## config.mk

```make
export PLATFORM = sky130hd
export DESIGN_NAME = srdl2sv_reg_if_slice_flat
export DESIGN_NICKNAME = d
export VERILOG_FILES = /design/src/rtl/srdl2sv_reg_if_slice_if.sv /design/src/rtl/srdl2sv_reg_if_slice.sv /design/src/flat_wrapper.sv
export SDC_FILE = /design/constraint.sdc
export NUM_CORES = 1
export LEC_CHECK = 0
export ABC_CLOCK_PERIOD_IN_PS = 3100
export BUFFER_PORTS_ARGS = -buffer_cell sky130_fd_sc_hd__buf_4
export CORE_ASPECT_RATIO = 0.8
export CORE_MARGIN = 2
export CORE_UTILIZATION = 41
export DETAILED_ROUTE_END_ITERATION = 10
export HOLD_SLACK_MARGIN = 0.08
export PLACE_DENSITY = 0.85
export SYNTH_ARGS = -nofsm -noshare
export SYNTH_HDL_FRONTEND = slang
export SYNTH_SLANG_ARGS = --single-unit
```

## constraint.sdc

```tcl
create_clock -name HCLK -period 3.1 [get_ports HCLK]
set_input_delay 0.155 -clock HCLK [delete_from_list [all_inputs] [get_ports HCLK]]
set_output_delay 0.155 -clock HCLK [all_outputs]
set_load 0.1 [all_outputs]
```

## src/rtl/srdl2sv_reg_if_slice_if.sv

```systemverilog
// Register-access bus (b2r request + r2b response) between a bus widget and register logic.
// master drives the request and receives the response; slave does the opposite.
interface srdl2sv_reg_if_slice_if #(
  parameter int BUS_BITS = 32
);
  logic [31:0]           addr;
  logic [BUS_BITS-1:0]   wdata;
  logic [BUS_BITS/8-1:0] byte_en;
  logic                  w_vld;
  logic                  r_vld;
  logic [BUS_BITS-1:0]   rdata;
  logic                  rdy;
  logic                  err;

  modport master (
    output addr, wdata, byte_en, w_vld, r_vld,
    input  rdata, rdy, err
  );

  modport slave (
    input  addr, wdata, byte_en, w_vld, r_vld,
    output rdata, rdy, err
  );
endinterface

```

## src/rtl/srdl2sv_reg_if_slice.sv

```systemverilog
// Registered request/response slice on the register interface, one access in flight.
// Define SRDL2SV_REG_IF_TIMEOUT_EN to abort accesses the register logic never acknowledges.
//
// state | meaning
// IDLE  | waiting for an upstream request
// REQ   | request presented downstream, waiting for rdy (or abort)
// RESP  | one-cycle response to the bus widget
module srdl2sv_reg_if_slice #(
  parameter int BUS_BITS       = 32,
  parameter int TIMEOUT_CYCLES = 64
) (
  input  logic                           HCLK,
  input  logic                           HRESET,
  srdl2sv_reg_if_slice_if.slave          s_bus,
  srdl2sv_reg_if_slice_if.master         m_bus,
  output logic                           timeout
);

  localparam logic [1:0] IDLE = 2'd0;
  localparam logic [1:0] REQ  = 2'd1;
  localparam logic [1:0] RESP = 2'd2;

  logic [1:0] state;
  logic       single_vld;
  logic       both_vld;

  assign single_vld = s_bus.w_vld ^ s_bus.r_vld;
  assign both_vld   = s_bus.w_vld & s_bus.r_vld;

`ifdef SRDL2SV_REG_IF_TIMEOUT_EN
  localparam int CNT_W = $clog2(TIMEOUT_CYCLES + 1);

  logic [CNT_W-1:0] cnt;
  logic             expired;

  assign expired = (cnt == CNT_W'(TIMEOUT_CYCLES));

  // Counts REQ cycles, 1 in the first; parks at the limit so it cannot wrap.
  always_ff @(posedge HCLK or posedge HRESET) begin
    if (HRESET) begin
      cnt <= '0;
    end else begin
      case (state)
        IDLE:    cnt <= single_vld ? CNT_W'(1) : '0;
        REQ:     if (!m_bus.rdy && !expired) cnt <= cnt + CNT_W'(1);
        default: cnt <= '0;
      endcase
    end
  end
`else
  logic unused_timeout_cfg;
  assign unused_timeout_cfg = ^TIMEOUT_CYCLES;
`endif

  always_ff @(posedge HCLK or posedge HRESET) begin
    if (HRESET) begin
      state         <= IDLE;
      m_bus.addr    <= '0;
      m_bus.wdata   <= '0;
      m_bus.byte_en <= '0;
      m_bus.w_vld   <= 1'b0;
      m_bus.r_vld   <= 1'b0;
      s_bus.rdata   <= '0;
      s_bus.rdy     <= 1'b0;
      s_bus.err     <= 1'b0;
      timeout       <= 1'b0;
    end else begin
      timeout <= 1'b0;
      case (state)
        IDLE: begin
          if (single_vld) begin
            m_bus.addr    <= s_bus.addr;
            m_bus.wdata   <= s_bus.wdata;
            m_bus.byte_en <= s_bus.byte_en;
            m_bus.w_vld   <= s_bus.w_vld;
            m_bus.r_vld   <= s_bus.r_vld;
            state         <= REQ;
          end else if (both_vld) begin
            // Ambiguous op: reject without touching the register logic.
            s_bus.rdata <= '0;
            s_bus.err   <= 1'b1;
            s_bus.rdy   <= 1'b1;
            state       <= RESP;
          end
        end
        REQ: begin
          if (m_bus.rdy) begin
            m_bus.w_vld <= 1'b0;
            m_bus.r_vld <= 1'b0;
            s_bus.rdata <= m_bus.r_vld ? m_bus.rdata : '0;
            s_bus.err   <= m_bus.err;
            s_bus.rdy   <= 1'b1;
            state       <= RESP;
          end
`ifdef SRDL2SV_REG_IF_TIMEOUT_EN
          else if (expired) begin
            m_bus.w_vld <= 1'b0;
            m_bus.r_vld <= 1'b0;
            s_bus.rdata <= '0;
            s_bus.err   <= 1'b1;
            s_bus.rdy   <= 1'b1;
            timeout     <= 1'b1;
            state       <= RESP;
          end
`endif
        end
        RESP: begin
          s_bus.rdy <= 1'b0;
          state     <= IDLE;
        end
        default: state <= IDLE;
      endcase
    end
  end

endmodule
```

## src/flat_wrapper.sv

```systemverilog
// flat-port wrapper written by rule: the top's interface ports become plain ports
module srdl2sv_reg_if_slice_flat 
#(
  parameter int BUS_BITS       = 32,
  parameter int TIMEOUT_CYCLES = 64
)
  (HCLK, HRESET, timeout, s_bus_addr, s_bus_wdata, s_bus_byte_en, s_bus_w_vld, s_bus_r_vld, s_bus_rdata, s_bus_rdy, s_bus_err, m_bus_addr, m_bus_wdata, m_bus_byte_en, m_bus_w_vld, m_bus_r_vld, m_bus_rdata, m_bus_rdy, m_bus_err);
  srdl2sv_reg_if_slice_if #(.BUS_BITS(BUS_BITS)) s_bus_i ();
  srdl2sv_reg_if_slice_if #(.BUS_BITS(BUS_BITS)) m_bus_i ();
  input  logic HCLK;
  input  logic HRESET;
  output logic timeout;
  input wire logic [$bits(s_bus_i.addr)-1:0] s_bus_addr;
  input wire logic [$bits(s_bus_i.wdata)-1:0] s_bus_wdata;
  input wire logic [$bits(s_bus_i.byte_en)-1:0] s_bus_byte_en;
  input wire logic [$bits(s_bus_i.w_vld)-1:0] s_bus_w_vld;
  input wire logic [$bits(s_bus_i.r_vld)-1:0] s_bus_r_vld;
  output wire logic [$bits(s_bus_i.rdata)-1:0] s_bus_rdata;
  output wire logic [$bits(s_bus_i.rdy)-1:0] s_bus_rdy;
  output wire logic [$bits(s_bus_i.err)-1:0] s_bus_err;
  output wire logic [$bits(m_bus_i.addr)-1:0] m_bus_addr;
  output wire logic [$bits(m_bus_i.wdata)-1:0] m_bus_wdata;
  output wire logic [$bits(m_bus_i.byte_en)-1:0] m_bus_byte_en;
  output wire logic [$bits(m_bus_i.w_vld)-1:0] m_bus_w_vld;
  output wire logic [$bits(m_bus_i.r_vld)-1:0] m_bus_r_vld;
  input wire logic [$bits(m_bus_i.rdata)-1:0] m_bus_rdata;
  input wire logic [$bits(m_bus_i.rdy)-1:0] m_bus_rdy;
  input wire logic [$bits(m_bus_i.err)-1:0] m_bus_err;
  assign s_bus_i.addr = s_bus_addr;
  assign s_bus_i.wdata = s_bus_wdata;
  assign s_bus_i.byte_en = s_bus_byte_en;
  assign s_bus_i.w_vld = s_bus_w_vld;
  assign s_bus_i.r_vld = s_bus_r_vld;
  assign s_bus_rdata = s_bus_i.rdata;
  assign s_bus_rdy = s_bus_i.rdy;
  assign s_bus_err = s_bus_i.err;
  assign m_bus_addr = m_bus_i.addr;
  assign m_bus_wdata = m_bus_i.wdata;
  assign m_bus_byte_en = m_bus_i.byte_en;
  assign m_bus_w_vld = m_bus_i.w_vld;
  assign m_bus_r_vld = m_bus_i.r_vld;
  assign m_bus_i.rdata = m_bus_rdata;
  assign m_bus_i.rdy = m_bus_rdy;
  assign m_bus_i.err = m_bus_err;
  srdl2sv_reg_if_slice #(.BUS_BITS(BUS_BITS), .TIMEOUT_CYCLES(TIMEOUT_CYCLES)) u_core (.HCLK(HCLK), .HRESET(HRESET), .s_bus(s_bus_i), .m_bus(m_bus_i), .timeout(timeout));
endmodule
```

==> qor_table.md, run 1 <==
| Stage | Metric | Reported |
|:---|:---|:---|
| run status | Result of the run | complete, no violations |
| worst setup path | Crit path capture type | flop |
| worst setup path | Data required time at the worst endpoint | 3.35 ns |
| die | DIE AREA | 0.0113 sq mm |
| timing | Unrepaired setup endpoints after global routing | no |
| cts | TritonCTS clock tree | yes |
| cts | Clock latency on the worst-skew pair | 0.34 ns |
| timing | Highest attainable clock frequency | 511 MHz |
| timing | Post-layout min period | 1.96 ns |
| synth | Top cell type by total area after synthesis | sky130_fd_sc_hd__dfrtp_1 |
| cts | Root buffer cell | sky130_fd_sc_hd__clkbuf_16 |
| placed design | Detailed Place HPWL | 7.31 mm |
| cts | CTS-repair resized insts | 0 |
| finish | Layout overhead on the synthesized area | 69.1% |
| global route | Via count of the first global-routing pass | 3,873 |
| placed design | Placed Instances | 648 |
| drt | DRT Wirelength | 12.3 mm |
| worst setup path | Type of element launching the critical path | flop |
| timing | Final hold slack | 0.0910 ns |
| global route | Congestion Overflow GR | 0 |
| die | Chip Width | 118 microns |
| drt | DRC violation count after routing | 0 |
| job | Maximum capacitance violations | 0 |
| synth | Post-synthesis instance total | 312 |
| synth | Synth Register Bits | 106 |
| timing | Final worst-path cycle share | 0.631 |
| cts | H-Tree Depth | 3 |
| finish | Final Instance Count excl. Fillers | 763 |
| drt | Violation count after the first detailed-routing iteration | 219 |
| die | Initial core utilization | 0.419 |
| synth | Cell types with the largest area share after synthesis | sky130_fd_sc_hd__dfrtp_1 62%, sky130_fd_sc_hd__mux2_2 18%, sky130_fd_sc_hd__mux2i_1 7.5% |
| cts | Worst-path clk slew | 0.07 ns |
| drt | Detailed-route via count | 3,559 |
| global route | Antenna violations before repair | 0 |
| timing | Summed negative setup slack over all endpoints | 0 ns |
| synth | Share of synthesized area occupied by flip-flops and latches | 0.618 |
| finish | Net count of the finished layout | 725 |
| timing | Final setup fails | 0 |
| cts | Maximum buffer depth of the clock tree | 2 |
| placed design | Port-buffer cells | 209 |
| synth | Average instance area after synthesis | 13.8 sq um |
| die | Die height | 95.5 microns |
| synth | Share of the synthesized area in the top cell type | 0.618 |
| timing | Number of pins exceeding their max-slew limit in the final report | 0 |
| die | Number of I/O pins | 211 |
| timing | Relative slew slack | 0.587 |
| finish | Antenna fix cells | 0 |
| timing | Final Hold Vio Count | 0 |
| timing | Final worst clock skew | 0.00657 ns |
| placed design | Gpl congestion | 0.756 |
| finish | Fraction of layout cells with a size suffix above 1 | 0.483 |
| synth | Count of warnings emitted by yosys | 0 |
| global route | Maximum number of pins on one net before global-route repair | 69 |
| worst setup path | Type of the setup path with the least slack | reg -> reg |
| hold path | Worst min path class | in -> reg |
| timing | Worst-margin pin slew | 0.620 ns |
| worst setup path | Largest fanout on the critical path | 34 |
| die | Placeable core area | 0.0102 sq mm |
| global route | Wire length of the first global-routing pass | 19.3 mm |
| global route | Global Route Usage Sum | 0.218 |
| finish | # fillers | 661 |
| drt | Drt pass-1 iters | 4 |
| synth | Mapped Area | 0.00429 sq mm |
| cts | # Post-CTS Setup Buffers | 0 |
| cts | CTS Buf Count | 9 |
| worst setup path | Worst Path Arrival | 2.21 ns |
| die | Standard-cell rows | 33 |
| drt | Average via count per standard cell | 4.66 |
| drt | WL per Instance | 16.1 microns |
| synth | Netlist cell types | 24 |
| synth | Syn nets | 419 |
| cts | Hold buffer count at cts | 99 |
| cts | TritonCTS Sinks | 106 |
| drt | Count of nets left with antenna violations after detail routing | 0 |
[per-layer routing]
| layer | track usage | vias to the layer above | part of all wire |
|---|---|---|---|
| met5 | 0 | - | 0 |
| met4 | 0.0595 | 0 | 0.015 |
| met3 | 0.0706 | 17 | 0.074 |
| met2 | 0.408 | 158 | 0.54 |
| met1 | 0.242 | 1748 | 0.37 |
| li1 | - | 1636 | - |
[synth_stat cells]
master	n
sky130_fd_sc_hd__buf_2	9
sky130_fd_sc_hd__inv_1	36
sky130_fd_sc_hd__o22ai_1	2
sky130_fd_sc_hd__mux2i_1	32
sky130_fd_sc_hd__nand2_1	33
sky130_fd_sc_hd__mux2_2	68
sky130_fd_sc_hd__a2bb2oi_1	2
sky130_fd_sc_hd__ha_1	1
sky130_fd_sc_hd__a211oi_1	1
sky130_fd_sc_hd__conb_1	1
sky130_fd_sc_hd__nor2_1	1
sky130_fd_sc_hd__a21oi_4	1
sky130_fd_sc_hd__dfrtp_1	106
sky130_fd_sc_hd__and3b_1	1
sky130_fd_sc_hd__nor2b_1	2
sky130_fd_sc_hd__buf_4	4
sky130_fd_sc_hd__or4b_2	1
sky130_fd_sc_hd__nor3b_2	1
sky130_fd_sc_hd__o21a_1	1
sky130_fd_sc_hd__clkbuf_1	1
sky130_fd_sc_hd__o21ai_0	2
sky130_fd_sc_hd__or3b_4	1
sky130_fd_sc_hd__buf_12	3
sky130_fd_sc_hd__a21oi_1	2
[placed cells by master, fill, tap and decap left out]
master                            n
sky130_fd_sc_hd__buf_4          211
sky130_fd_sc_hd__dfrtp_1        106
sky130_fd_sc_hd__dlygate4sd3_1   99
sky130_fd_sc_hd__mux2_2          68
sky130_fd_sc_hd__inv_1           35
sky130_fd_sc_hd__nand2_1         33
sky130_fd_sc_hd__mux2i_1         32
sky130_fd_sc_hd__clkbuf_16        9
sky130_fd_sc_hd__nor2b_1          2
sky130_fd_sc_hd__a2bb2oi_1        2
sky130_fd_sc_hd__a21oi_1          2
sky130_fd_sc_hd__o22ai_1          2
sky130_fd_sc_hd__o21ai_0          2
sky130_fd_sc_hd__clkinvlp_4       2
sky130_fd_sc_hd__buf_12           2
sky130_fd_sc_hd__nor3b_4          1
sky130_fd_sc_hd__and3b_1          1
sky130_fd_sc_hd__or3b_4           1
sky130_fd_sc_hd__a21oi_4          1
sky130_fd_sc_hd__inv_4            1
sky130_fd_sc_hd__nor2_1           1
sky130_fd_sc_hd__or4b_2           1
sky130_fd_sc_hd__o21a_1           1
sky130_fd_sc_hd__a211oi_1         1
sky130_fd_sc_hd__ha_1             1
sky130_fd_sc_hd__conb_1           1
sky130_fd_sc_hd__bufinv_16        1
sky130_fd_sc_hd__clkinv_4         1
sky130_fd_sc_hd__clkbuf_1         1
sky130_fd_sc_hd__inv_6            1
sky130_fd_sc_hd__clkbuf_8         1
[flip-flops by register name, summed over array words and instances (netlist names)]
| register | cells |
|---|---|
| u_core.state | 2 |
| u_core.s_bus.rdy | 1 |
| u_core.m_bus.addr | 32 |
| u_core.s_bus.rdata | 32 |
| u_core.m_bus.wdata | 32 |
| u_core.m_bus.byte_en | 4 |
| u_core.m_bus.r_vld | 1 |
| u_core.m_bus.w_vld | 1 |
| u_core.s_bus.err | 1 |
[kinds of logic after synthesis]
group	after synthesis	synth area share
other cells	1	0.000874
simple gates	40	0.0426
compound gates	11	0.0189
buf+inv	53	0.0638
flops	106	0.618
mux	100	0.253
fa+ha+maj	1	0.00291
[through the flow]
stage	instance area (sq um)	utilization	worst slack, ns
final	7260	0.709	1.14
after global routing	7260	0.709	1.02
after CTS	7260	0.709	1.17
after detailed placement	5960	0.582	1.05
after global placement	5960	0.582	1.13
after floorplan	4290	-	0.156
[layout make-up]
cell class,instances,area (sq um),area share
inverters,36,138,0.0190
clock inverters,5,62.6,0.00862
multi-input cells,153,1370,0.189
clock buffers,11,243,0.0334
repair buffers,312,2620,0.360
flip-flops and latches,106,2650,0.365
well taps,140,175,0.0241
[critical path, stage by stage, from the launching register on]
cell	delay, ns
sky130_fd_sc_hd__dfrtp_1	0.51
sky130_fd_sc_hd__or3b_4	0.44
sky130_fd_sc_hd__a21oi_4	0.14
sky130_fd_sc_hd__buf_4	0.48
sky130_fd_sc_hd__mux2i_1	0.28
[final timing paths]
check	from	end	slack [ns]	cells past startpoint
min in group asynchronous	HRESET	u_core.m_bus.wdata[20]	0.47	3
hold reg to reg	u_core.m_bus.wdata[17]	u_core.m_bus.wdata[17]	0.51	1
setup reg to reg	u_core.state[0]	u_core.s_bus.rdata[24]	1.14	4
setup / recovery	u_core.state[0]	u_core.s_bus.rdata[24]	1.14	4
max in group asynchronous	HRESET	u_core.m_bus.addr[23]	1.89	4
hold / removal	m_bus_rdata[8]	u_core.s_bus.rdata[8]	0.09	3
Power of run 1 is not shown: default switching activity piles up to over one toggle a cycle in this logic, so the estimate is an artifact.
==> run 2, diff against run 1 <==
Settings changed: ABC_AREA from default to 1, ABC_CLOCK_PERIOD_IN_PS 3100 to 1900, CORE_UTILIZATION 41 to 45, PLACE_DENSITY 0.85 to 0.88.
Clock period 3.1 ns to 1.9 ns, I/O delays scaled along.
==> qor_table.md, run 2 <==
| Stage | Metric | Reported | Change |
|:---|:---|:---|:---|
| synth | Mapped Area | 0.00448 sq mm | +4.3% |
| worst setup path | Startpoint of the lowest-slack register-to-register path | u_core.state[0] |  |
| placed design | Cell area after placement | 0.00618 sq mm | +3.7% |
| die | Initial core utilization | 0.464 | +0.0450 |
| global route | Global Route Usage Sum | 0.279 | +0.0607 |
| finish | Fraction of layout cells with a size suffix above 1 | 0.299 | -0.184 |
| global route | Via count of the first global-routing pass | 4,891 | +26% |
| cts | Maximum buffer depth of the clock tree | 2 | unchanged |
| worst setup path | Data required time at the worst endpoint | 2.12 ns | -1.23 ns |
| placed design | Placement-stage worst setup slack | 0.293 ns | -0.754 ns |
| global route | Maximum number of pins on one net before global-route repair | 107 | +55% |
| synth | Syn nets | 647 | +54% |
| timing | Final Hold Vio Count | 0 | unchanged |
| die | DIE AREA | 0.0108 sq mm | -4.7% |
| placed design | Gpl congestion | 0.840 | +11% |
| cts | # Post-CTS Setup Buffers | 0 | unchanged |
| die | Number of I/O pins | 211 | unchanged |
| finish | Commonest cells after routing, fill and taps aside | 244 x sky130_fd_sc_hd__nand2_1, 218 x sky130_fd_sc_hd__buf_4, 106 x sky130_fd_sc_hd__nand3_1, 106 x sky130_fd_sc_hd__dfrtp_1, 73 x sky130_fd_sc_hd__dlygate4sd3_1 |  |
| cts | H-Tree Depth | 3 | unchanged |
| drt | Detailed-route via count | 4,854 | +36% |
| timing | Final worst slack | 0.133 ns | -1.01 ns |
| worst setup path | Chain of cells forming the critical path | dlygate4sd3_1 > buf_4 > ha_2 > o21ai_4 > nand2_2 > buf_12 > nand2_1 > nand2_1 |  |
| placed design | Port-buffer cells | 209 | unchanged |
| synth | Netlist cell types | 15 | -38% |
| finish | Non-Filler Cell Area, Final | 0.00724 sq mm | -0.29% |
| timing | Highest attainable clock frequency | 566 MHz |  |
| drt | Average via count per standard cell | 5.13 | +10% |
| cts | TritonCTS clock tree | yes |  |
| cts | TritonCTS Sinks | 106 | unchanged |
| run status | Result of the run | complete, no violations |  |
| timing | Unrepaired setup endpoints after global routing | no |  |
| job | Maximum capacitance violations | 0 | unchanged |
| synth | Share of the synthesized area in the top cell type | 0.592 | -0.0257 |
| worst setup path | Largest stage delay on the critical path | 0.54 ns | +0.03 ns |
| timing | Final setup fails | 0 | unchanged |
| synth | Top cell type by total area after synthesis | sky130_fd_sc_hd__dfrtp_1 |  |
| die | Die height | 93.2 microns | -2.4% |
| synth | Synth Register Bits | 106 | unchanged |
| placed design | Detailed Place HPWL | 8.88 mm | +21% |
| worst setup path | Critical Path Start | s_bus_r_vld |  |
| drt | Count of nets left with antenna violations after detail routing | 0 | unchanged |
| cts | Root buffer cell | sky130_fd_sc_hd__clkbuf_16 |  |
| cts | Worst-path clk slew | 0.07 ns | about the same |
| synth | Fraction of registers with async set or reset after synthesis | 1.00 | unchanged |
| finish | Largest registers | u_core.m_bus.addr x32, u_core.m_bus.wdata x32, u_core.s_bus.rdata x32 |  |
| worst setup path | WP buf/inv | 3 | +2 |
| cts | CTS Buf Count | 9 | unchanged |
| hold path | Hold Crit Start | m_bus_rdata[20] |  |
| timing | Post-layout min period | 1.77 ns |  |
| drt | DRT Wirelength | 14.8 mm | +21% |
| synth | Most frequent cells after synthesis | 245 x sky130_fd_sc_hd__nand2_1, 106 x sky130_fd_sc_hd__dfrtp_1, 106 x sky130_fd_sc_hd__nand3_1 |  |
| synth | Post-synthesis instance total | 540 | +73% |
| die | Standard-cell rows | 32 | -3.0% |
| finish | Layout overhead on the synthesized area | 61.6% |  |
| finish | Net count of the finished layout | 914 | +26% |
| global route | Congestion Overflow GR | 0 | unchanged |
| finish | Area occupied by multi-input gates | 0.00164 sq mm | +19% |
| timing | Worst-margin pin slew | 0.569 ns | -0.0513 ns |
| drt | DRC violation count after routing | 0 | unchanged |
| synth | Most used flip-flop cell after synthesis | sky130_fd_sc_hd__dfrtp_1 |  |
| timing | Final hold slack | 0.118 ns | +0.0267 ns |
| worst setup path | Crit path capture type | flop |  |
| drt | Violation count after the first detailed-routing iteration | 384 | +75% |
| finish | # fillers | 627 | -5.1% |
| worst setup path | Type of element launching the critical path | input port |  |
| worst setup path | Library cell appearing most often on the critical path | sky130_fd_sc_hd__nand2_1 |  |
| finish | Register Area | 0.00265 sq mm | unchanged |
| worst setup path | Worst Path Arrival | 1.99 ns | -0.22 ns |
| synth | Average instance area after synthesis | 8.29 sq um | -40% |
| synth | Count of warnings emitted by yosys | 0 | unchanged |
| timing | Final worst-path cycle share | 0.930 |  |
| timing | Summed negative setup slack over all endpoints | 0 ns | unchanged |
| synth | Count leader, synth | sky130_fd_sc_hd__nand2_1 |  |
| timing | Relative slew slack | 0.621 | +0.0342 |
| worst setup path | Largest fanout on the critical path | 29 | -15% |
| synth | Cell types with the largest area share after synthesis | sky130_fd_sc_hd__dfrtp_1 59%, sky130_fd_sc_hd__nand2_1 21%, sky130_fd_sc_hd__nand3_1 12% |  |
| finish | Antenna fix cells | 0 | unchanged |
| drt | Drt pass-1 iters | 5 | +1 |
| global route | Wire length of the first global-routing pass | 23.5 mm | +22% |
| drt | WL per Instance | 15.7 microns | -2.7% |
| timing | Final worst clock skew | 0.00578 ns | -0.000782 ns |
| worst setup path | Cell at the slowest stage of the critical path | sky130_fd_sc_hd__dlygate4sd3_1 |  |
| timing | Number of pins exceeding their max-slew limit in the final report | 0 | unchanged |
| die | Chip Width | 116 microns | -2.4% |
| synth | Post-synth EDFFs | 0 | unchanged |
| finish | Most common cell after layout, fill and taps aside | sky130_fd_sc_hd__nand2_1 |  |
| cts | Clock latency on the worst-skew pair | 0.33 ns | about the same |
| synth | Share of synthesized area occupied by flip-flops and latches | 0.592 | -0.0257 |
| die | Placeable core area | 0.00965 sq mm | -5.8% |
| global route | Antenna violations before repair | 0 | unchanged |
| worst setup path | Type of the setup path with the least slack | in -> reg |  |
| hold path | Worst min path class | in -> reg |  |
| worst setup path | Cell family with the largest share of critical-path delay | buffers and inverters |  |
[run 2: kinds of logic after synthesis]
logic type / share of synthesized area
simple gates: 0.356
other cells: 0.000837
flops: 0.592
buf+inv: 0.0450
fa+ha+maj: 0.00279
compound gates: 0.00307
[run 2: layout make-up]
cell class,count,share of cell area
Clock inverter,4,0.0105
Multi-Input combinational cell,390,0.226
Sequential cell,106,0.367
Tap cell,136,0.0235
Inverter,5,0.00311
Timing Repair Buffer,295,0.337
Clock buffer,10,0.0330
[run 2: through the flow]
stage               cells  utilization
finish                946        0.750
global route          946        0.750
CTS                   946        0.749
detailed placement    859        0.640
global placement      859        0.640
floorplan             540            -
[run 2: tightest hold or removal path, stage by stage]
cell and delay [ns]:
sky130_fd_sc_hd__buf_4 0.11, sky130_fd_sc_hd__nand2_1 0.05, sky130_fd_sc_hd__nor2_1 0.04, sky130_fd_sc_hd__nand3_1 0.07
sky130_fd_sc_hd__nand2_1 0.05
[run 2: timing repair]
item                       CTS  global route
hold buffers                73             0
gates resized for setup      0             2
setup endpoints to repair    0            34
hold endpoints to repair   178             0
[run 2: final timing paths]
check	end	slack [ns]	cells past startpoint
max in group asynchronous	u_core.m_bus.addr[7]	0.99	4
min in group asynchronous	u_core.m_bus.byte_en[0]	0.47	4
worst min register to register	u_core.s_bus.rdata[9]	0.48	2
worst max-delay path	u_core.s_bus.rdata[15]	0.13	8
worst max register to register	u_core.m_bus.wdata[5]	0.39	5
worst min-delay path	u_core.s_bus.rdata[20]	0.12	5
[run 2: layer usage]
metal,global-route usage,vias to the layer above,wire length (microns)
met5,0,-,0
met4,0.132,0,506
met3,0.0693,49,1170
met2,0.482,262,7550
met1,0.325,2310,5610
li1,-,2233,-
Power of run 2 is left out for the same reason.
